### src/rtl/hangman_pkg.sv
// Shared definitions for the hangman round controller.
//   game_state_e    : 2-bit game state encoding seen by the display side
//   DEF_ALPHABET/LW : default alphabet size and letter-code width
//   letter_in_range : true when a letter code addresses a tracked letter
package hangman_pkg;

  typedef enum logic [1:0] {
    ST_PLAY = 2'b00,
    ST_WIN  = 2'b01,
    ST_LOSE = 2'b10,
    ST_LOAD = 2'b11
  } game_state_e;

  localparam int DEF_ALPHABET = 26;
  localparam int DEF_LW       = 5;

  function automatic logic letter_in_range(input int unsigned code, input int unsigned alphabet);
    return code < alphabet;
  endfunction

endpackage

### src/rtl/hangman_guess_timer.sv
// Per-guess idle timer, used only when HANGMAN_TIMEOUT_EN is defined.
// Down-counter reloaded to TIMEOUT_CYC-1 whenever it is not running, on a
// restart, and after reaching zero. expire_o flags the terminal-count cycle
// unless a restart arrives in that same cycle.
// Ports:
//   clk_i     : system clock
//   reset_i   : synchronous active-high reset
//   run_i     : count enable (round in progress)
//   restart_i : accepted guess; reload without expiring
//   expire_o  : one-cycle expiry flag
module hangman_guess_timer #(
  parameter int TIMEOUT_CYC = 50_000_000
) (
  input  logic clk_i,
  input  logic reset_i,
  input  logic run_i,
  input  logic restart_i,
  output logic expire_o
);

  localparam int TW = (TIMEOUT_CYC > 1) ? $clog2(TIMEOUT_CYC) : 1;
  localparam logic [TW-1:0] RELOAD = TW'(TIMEOUT_CYC - 1);

  logic [TW-1:0] cnt_q, cnt_d;

  always_comb begin
    cnt_d = cnt_q;
    if (!run_i || restart_i || (cnt_q == '0)) begin
      cnt_d = RELOAD;
    end else begin
      cnt_d = cnt_q - 1'b1;
    end
  end

  assign expire_o = run_i && (cnt_q == '0) && !restart_i;

  always_ff @(posedge clk_i) begin
    if (reset_i) begin
      cnt_q <= RELOAD;
    end else begin
      cnt_q <= cnt_d;
    end
  end

endmodule

### src/rtl/hangman_round_ctrl.sv
// Multi-round hangman game engine between the keyboard and display blocks.
// Tracks guessed letters, wrong guesses, repeat guesses, round sequencing
// (with a wait for the word RAM to settle) and a saturating win streak.
// Optional per-guess timeout: define HANGMAN_TIMEOUT_EN.
// Ports:
//   clk_i, reset_i   : clock, synchronous active-high reset
//   load_i, load_x_i : guess strobe and letter code (0 = 'A')
//   mask_i           : letters present in the current word
//   next_round_i     : advance to the next word (WIN/LOSE only)
//   word_select_o    : word RAM address
//   guessed_mask_o   : letters guessed this round
//   game_state_o     : 00 PLAY, 01 WIN, 10 LOSE, 11 LOAD
//   wrong_o          : pulse per wrong guess
//   repeat_guess_o   : pulse on an already-guessed letter
//   wrong_time_o     : wrong guesses this round
//   score_o          : consecutive wins, saturating
module hangman_round_ctrl
  import hangman_pkg::*;
#(
  parameter int ALPHABET    = DEF_ALPHABET,
  parameter int LW          = DEF_LW,
  parameter int MAX_WRONG   = 6,
  parameter int WW          = 4,
  parameter int NUM_WORDS   = 16,
  parameter int SELW        = 4,
  parameter int RAM_LAT     = 2,
  parameter int SCORE_W     = 8,
  parameter int TIMEOUT_CYC = 50_000_000
) (
  input  logic                clk_i,
  input  logic                reset_i,
  input  logic                load_i,
  input  logic [LW-1:0]       load_x_i,
  input  logic [ALPHABET-1:0] mask_i,
  input  logic                next_round_i,
  output logic [SELW-1:0]     word_select_o,
  output logic [ALPHABET-1:0] guessed_mask_o,
  output logic [1:0]          game_state_o,
  output logic                wrong_o,
  output logic                repeat_guess_o,
  output logic [WW-1:0]       wrong_time_o,
  output logic [SCORE_W-1:0]  score_o
);

  localparam int LCW = (RAM_LAT > 1) ? $clog2(RAM_LAT) : 1;
  localparam logic [LCW-1:0]      LD_LAST   = (RAM_LAT > 0) ? LCW'(RAM_LAT - 1) : '0;
  localparam logic [SELW-1:0]     LAST_WORD = SELW'(NUM_WORDS - 1);
  localparam logic [WW-1:0]       WRONG_LIM = WW'(MAX_WRONG);
  localparam logic [ALPHABET-1:0] ONE_HOT0  = ALPHABET'(1);

  game_state_e         state_q, state_d;
  logic [LCW-1:0]      ld_cnt_q, ld_cnt_d;
  logic [SELW-1:0]     word_sel_q, word_sel_d;
  logic [ALPHABET-1:0] guessed_q, guessed_d;
  logic [WW-1:0]       wrong_time_q, wrong_time_d;
  logic [SCORE_W-1:0]  score_q, score_d;
  logic                wrong_q, wrong_d;
  logic                repeat_q, repeat_d;

  logic                load_ok;
  logic [ALPHABET-1:0] guess_oh;
  logic                timeout_hit;

  assign load_ok  = load_i && letter_in_range(32'(load_x_i), ALPHABET);
  // Out-of-range codes shift the bit out entirely; load_ok gates them anyway.
  assign guess_oh = ONE_HOT0 << load_x_i;

`ifdef HANGMAN_TIMEOUT_EN
  hangman_guess_timer #(
    .TIMEOUT_CYC (TIMEOUT_CYC)
  ) u_guess_timer (
    .clk_i     (clk_i),
    .reset_i   (reset_i),
    .run_i     (state_q == ST_PLAY),
    .restart_i (load_ok),
    .expire_o  (timeout_hit)
  );
`else
  assign timeout_hit = 1'b0;
`endif

  always_comb begin
    state_d      = state_q;
    ld_cnt_d     = ld_cnt_q;
    word_sel_d   = word_sel_q;
    guessed_d    = guessed_q;
    wrong_time_d = wrong_time_q;
    score_d      = score_q;
    wrong_d      = 1'b0;
    repeat_d     = 1'b0;

    unique case (state_q)
      ST_LOAD: begin
        if (ld_cnt_q >= LD_LAST) begin
          ld_cnt_d = '0;
          state_d  = ST_PLAY;
        end else begin
          ld_cnt_d = ld_cnt_q + 1'b1;
        end
      end

      ST_PLAY: begin
        if (load_ok) begin
          if ((guessed_q & guess_oh) != '0) begin
            repeat_d = 1'b1;
          end else begin
            guessed_d = guessed_q | guess_oh;
            if ((mask_i & guess_oh) == '0) begin
              wrong_d = 1'b1;
              if (wrong_time_q != '1) wrong_time_d = wrong_time_q + 1'b1;
            end
          end
        end else if (timeout_hit) begin
          wrong_d = 1'b1;
          if (wrong_time_q != '1) wrong_time_d = wrong_time_q + 1'b1;
        end

        // End check looks at registered values, so it trails a guess by one cycle.
        if (wrong_time_q >= WRONG_LIM) begin
          state_d = ST_LOSE;
        end else if ((mask_i & ~guessed_q) == '0) begin
          state_d = ST_WIN;
          if (score_q != '1) score_d = score_q + 1'b1;
        end
      end

      ST_WIN, ST_LOSE: begin
        if (next_round_i) begin
          word_sel_d   = (word_sel_q == LAST_WORD) ? '0 : word_sel_q + 1'b1;
          guessed_d    = '0;
          wrong_time_d = '0;
          ld_cnt_d     = '0;
          state_d      = ST_LOAD;
          if (state_q == ST_LOSE) score_d = '0;
        end
      end

      default: state_d = ST_LOAD;
    endcase
  end

  always_ff @(posedge clk_i) begin
    if (reset_i) begin
      state_q      <= ST_LOAD;
      ld_cnt_q     <= '0;
      word_sel_q   <= '0;
      guessed_q    <= '0;
      wrong_time_q <= '0;
      score_q      <= '0;
      wrong_q      <= 1'b0;
      repeat_q     <= 1'b0;
    end else begin
      state_q      <= state_d;
      ld_cnt_q     <= ld_cnt_d;
      word_sel_q   <= word_sel_d;
      guessed_q    <= guessed_d;
      wrong_time_q <= wrong_time_d;
      score_q      <= score_d;
      wrong_q      <= wrong_d;
      repeat_q     <= repeat_d;
    end
  end

  assign word_select_o  = word_sel_q;
  assign guessed_mask_o = guessed_q;
  assign game_state_o   = state_q;
  assign wrong_o        = wrong_q;
  assign repeat_guess_o = repeat_q;
  assign wrong_time_o   = wrong_time_q;
  assign score_o        = score_q;

endmodule
### config.mk
export PLATFORM = sky130hd
export DESIGN_NAME = hangman_round_ctrl
export DESIGN_NICKNAME = d
export VERILOG_FILES = /design/src/rtl/hangman_pkg.sv /design/src/rtl/hangman_guess_timer.sv /design/src/rtl/hangman_round_ctrl.sv
export SDC_FILE = /design/constraint.sdc
export NUM_CORES = 1
export LEC_CHECK = 0
export CAP_MARGIN = 5
export CORE_ASPECT_RATIO = 0.7
export CORE_MARGIN = 2
export CORE_UTILIZATION = 30
export DETAILED_ROUTE_END_ITERATION = 8
export GPL_TIMING_DRIVEN = 1
export SYNTH_ARGS = -nofsm -noshare
export SYNTH_HDL_FRONTEND = slang
export SYNTH_SLANG_ARGS = --single-unit
### constraint.sdc
create_clock -name clk_i -period 2.4 [get_ports clk_i]
set_clock_uncertainty 0.15 [all_clocks]
set_input_delay 0.48 -clock clk_i [delete_from_list [all_inputs] [get_ports clk_i]]
set_output_delay 0.48 -clock clk_i [all_outputs]
set_load 0.02 [all_outputs]
# ---- Yosys cells after proc, flatten, opt, wreduce, memory -nomap -nowiden
# Index checks and enable logic that the tools add are counted.
dict set report word_totals {
  in_bits 35
  output_inout_bits 46
  ff_bits 47
  word_cells 83
}
dict set report classes {
  n_mux 27
  reduce_logical 16
  add_sub_neg 4
  bitwise 7
  n_shift 1
  magnitude_cmp 3
  n_eq_ne 17
}
# op n
set ops {}
lappend ops {{26-bit AND} 3}
lappend ops {{26-bit 2-to-1 mux} 3}
lappend ops {{26-bit zero test} 2}
lappend ops {{26-bit case mux with 2 select lines} 1}
lappend ops {{8-bit 2-to-1 mux} 5}
lappend ops {{26-bit inverter} 1}
lappend ops {{26-bit bitwise OR} 1}
lappend ops {{26-bit nonzero test} 1}
lappend ops {{1-bit by 5-bit left shift with 26-bit output, first input constant} 1}
lappend ops {{4-bit 2-to-1 mux} 6}
lappend ops {{2-bit inequality test, second input constant} 10}
lappend ops {{8-bit case mux with 2 select lines} 1}
lappend ops {{6-bit AND reduction} 2}
lappend ops {{4-bit by 1-bit adder with 4-bit output, second input constant} 2}
lappend ops {{8-bit by 1-bit adder with 8-bit output, second input constant} 1}
lappend ops {{2-bit 2-to-1 mux} 4}
lappend ops {{8-bit inequality test, second input constant} 1}
lappend ops {{4-bit case mux with 2 select lines} 1}
lappend ops {{2-bit case mux with 3 select lines} 1}
lappend ops {{5-bit less-than comparator, second input constant} 1}
lappend ops {{2-bit equality test, second input constant} 2}
lappend ops {{4-bit equality test, second input constant} 1}
lappend ops {{4-bit by 3-bit greater-or-equal comparator with 1-bit output, second input constant} 1}
lappend ops {{1-bit 2-to-1 mux} 4}
lappend ops {{other kinds (16)} 19}

# ---- Depth between registers and ports, before layout
# Gate-level depths: netlist of the first run.
dict set report logic_depth {
  depth_word 7
  depth_mapped 10
  mapped_depth_nobuf 9
}

# ---- Worst setup path before layout of the first run
# OpenSTA, ideal clock, no wires.
dict set report synth_path {
  path_type {in2reg}
  start {input port load_x_i[4]}
  end {register guessed_q[24], in the netlist guessed_mask_o[24]}
  setup_time_ns 0.117
  arrival_time_ns 2.275
  required_ns 2.133
  stages 9
  path_slack_ns -0.143
  path_buffers 2
  cell_sequence {buf_4 -> mux2_4 -> and3_1 -> o211ai_2 -> nand4_2 -> or4_4 -> nand3_4 -> buf_4 -> nor2_1}
}
dict set report synth_between {
  elab_chain_cells 5
  elab_cells_between_ends 12
  cone_classes {order compare (1); eq/ne (2); shift (1); mux (3); bitwise (2); reduce/logical (3)}
}
# item line_no
set synth_rtl {}
lappend synth_rtl {{start: declaration} hangman_round_ctrl.sv:33} ;# input logic [LW-1:0] load_x_i,
lappend synth_rtl {{1-bit by 5-bit left shift with 26-bit output} hangman_round_ctrl.sv:66} ;# assign guess_oh = ONE_HOT0 << load_x_i;
lappend synth_rtl {{26-bit AND / 26-bit bitwise OR (equally long branches)} {hangman_round_ctrl.sv:104, hangman_round_ctrl.sv:107}}
lappend synth_rtl {{26-bit nonzero test / 26-bit 2-to-1 mux (equally long branches)} hangman_round_ctrl.sv:104} ;# if ((guessed_q & guess_oh) != '0) begin
lappend synth_rtl {{2-bit inequality test (no source line) / 26-bit 2-to-1 mux (equally long branches)} -}
lappend synth_rtl {{4-bit AND reduction (no source line) / 26-bit case mux with 2 select lines (equally long branches)} -}
lappend synth_rtl {{end signal: assignment} hangman_round_ctrl.sv:156} ;# guessed_q <= guessed_d;
lappend synth_rtl {{end: declaration} hangman_round_ctrl.sv:54} ;# logic [ALPHABET-1:0] guessed_q, guessed_d;
# Several ways; a longest one is shown, not always the timed one. The select of a mux whose other input is x is not followed.
# A chain may end at the register's enable or synchronous reset.

# ---- Worst setup path in the final report of the first run
dict set report layout_path {
  start {input port load_x_i[1]}
  end {register guessed_q[14], in the netlist guessed_mask_o[14]}
}
# The elaborated chain is that of the path after synthesis.

==> reports/metrics.yaml, run 1 <==
cp-end-kind: "flop"
yosysTopAreaCellShare_pct: 32.0
worstPathArrival_ps: 2600
cts_sinks: 47
clock_path_buffers: 2
antenna_cells: 0
syn_inst: 359
routed_wl_mm: 12.9
first_iter_violations: 312
port_buffers: 80
syn_nets: 401
tightestPinTransition_ps: 727
status: "finished, violations left"
die-area_um2: 10600
synth-seq-area-share_pct: 32.0
ant_nets: 0
clk_latency_ps: 290
grt_usage_pct: 24.2
gp_congestion: 1.02
path_class: "in2reg"
violations: "setup timing"
synthArstFlopShare_pct: 0
crit_fanout: 7
power_frac_clock_pct: 22.7
finalNonFillerCells: 649
period_minus_slack_ps: 2560
place_inst: 617
wl_per_cell_um: 19.8
viasPerCell: 5.55
ys_top_cells_by_area: "dfxtp_1, a31oi_1, nor2_1"
pwr-share-seq_pct: 27.7
drive_gt1_share_pct: 39.0
core_region_area_um2: 9610
start_util_pct: 30.6
clkTransAtPathRegs_ps: 80
setup_ws_ps: -160
yosysUniqueCellTypes: 63
hp-class: "reg2reg"
critPathRequiredTime_ps: 2440
grt_max_degree: 19
p_switching_mw: 1.34
p_per_area_nw_per_um2: 624
die_h_um: 86.8
areaGrowthSynthToFinish_pct: 77.1
fp.dieW_um: 122
cts_root_buf: "clkbuf_16"
nNetsFinal: 562
fin_setup_tns_ps: -3330
utilization_pct: 54.2
synth_edf_count: 0
rsz0062_at_grt: "yes"
cts-buffers-inserted: 5
p_leak_nw: 2.04
p_int_mw: 1.91
max-vdd-ir-drop_mv: 0.400
finalPower_mw: 3.25
synth_top_area_cell: "dfxtp_1"
cp-start-kind: "input port"
gr-total-overflow: 0
cts_tree: "yes"
first_global_vias: 3604
pre_cts_slack_ps: -760
layout_common_cells: "buf_4, clkdlybuf4s50_1, dfxtp_1"
htree_levels: 2
drc_errors: 0
p_sw_share_pct: 41.2
syn_area_per_cell_um2: 8.19
synthFlopType: "dfxtp_1"
maxSlewViolCount: 0
netlist_area_um2: 2940
antenna_found_initial: 0
max_slew_margin_pct: 51.5
fmax_mhz: 391
drt_pre_antenna_iters: 5
num_io_pins: 81
placementRows: 30
maxCapViolCount: 0
vias: 3599
grt_pass1_wl_mm: 19.7
ys_warn_count: 0
hpwl_mm: 8.88
finalCritPeriodShare_pct: 107
p_comb_share_pct: 49.6
final_common_cell: "buf_4"
setup_viol: 27
hold_viol_final: 0
ys_ff_latch: 47
## Yosys cell counts, types with 2 or more instances
master      n
nor3_1      4
nor4_2      3
clkbuf_1    6
o22ai_1     5
or3_1       4
nor4b_1     3
nand3_1    11
nor3b_1     8
o21ai_0    17
nor2b_1     5
o211ai_1    2
nor2_1     45
nand3b_1    3
buf_6       3
o311ai_1    2
and3_1      7
buf_4       3
a41oi_1     3
o2111ai_1   6
o32ai_1     3
or3b_2      2
ha_1        7
inv_1      20
a32o_1      6
o21a_1      2
nor4_1      4
and2_1      2
dfxtp_1    47
mux2i_1    13
a21oi_1    11
buf_2      11
nand2b_1   19
a31oi_1    27
o31ai_1     2
nand2_1    15
## metrics by stage
step	hold slack (ps)	cell area [um2]
finish	343	5210
CTS	345	5060
global route	375	5210
global placement	324	4350
detailed placement	332	4350
floorplan	305	3010
## state kept, by name, summed over array words and instances (netlist names)
signal,flops
guessed_mask_o,26
wrong_time_o,4
score_o,8
ld_cnt_q,1
game_state_o,2
repeat_guess_o,1
wrong_o,1
word_select_o,4
## layout make-up
cell class | count | area (um2)
multi-input combinational | 272 | 2320
sequential | 47 | 956
tap | 128 | 160
fill | 871 | 4400
timing repair buffer | 174 | 1550
clock inverter | 3 | 27.5
inverter | 20 | 77.6
clock buffer | 5 | 125
## per-layer routing
metal	track usage, %	routed length [um]	vias up
met4	5.12	246	0
met1	34.1	5820	1727
li1	-	-	1673
met5	0	0	-
met2	36.7	5520	170
met3	7.17	1290	29
## path summary, 6_finish.rpt
| path | start | end | slack (ps) | cells after the start |
|---|---|---|---|---|
| hold reg to reg | ld_cnt_q | ld_cnt_q | 340 | 2 |
| setup reg to reg | guessed_mask_o[20] | guessed_mask_o[14] | -90 | 9 |
| hold / removal | ld_cnt_q | ld_cnt_q | 340 | 2 |
| setup / recovery | load_x_i[1] | guessed_mask_o[14] | -160 | 10 |
## critical path, cell delays in order
cell,delay [ps]
buf_8,80
buf_6,120
mux2i_4,280
o22ai_4,110
nor4_4,320
nand4_4,180
buf_6,150
or4_4,620
nand3_4,190
nor2_1,70
## logic make-up after synthesis
kind of cell    Yosys count  share of synthesized area [%]
mux                      16                           6.08
simple gates            145                           28.0
flops                    47                           32.0
compound gates          100                           23.5
fa+ha+maj                 7                           2.98
xor+xnor                  1                          0.298
buf+inv                  43                           7.11
## repair_timing
item	4_1_cts	5_1_grt
hold buffers	0	0
gates cloned	5	0
setup buffers	20	2
pin swaps	35	18
endpoints found under the setup margin	41	38
gates resized for setup	136	51
## power by group through the flow
stage | sequential, mW | clock (mW) | combinational, mW
final | 0.900 | 0.739 | 1.61
after global routing | 0.907 | 0.772 | 1.72
after detailed placement | 0.914 | 0 | 1.26
after global placement | 0.913 | 0 | 1.25
after CTS | 0.897 | 0.745 | 1.52
after floorplan | 0.952 | 0 | 0.692
No activity file was read; power rests on OpenSTA's default activity.
==> run 2: changes to the inputs <==
--- a/config.mk
+++ b/config.mk
@@ -5,7 +5,6 @@
 export SDC_FILE = /design/constraint.sdc
 export NUM_CORES = 1
 export LEC_CHECK = 0
-export CAP_MARGIN = 5
 export CORE_ASPECT_RATIO = 0.7
 export CORE_MARGIN = 2
 export CORE_UTILIZATION = 30
==> results of run 2 <==
No change in the layout: final DEF, timing and power equal those of run 1.
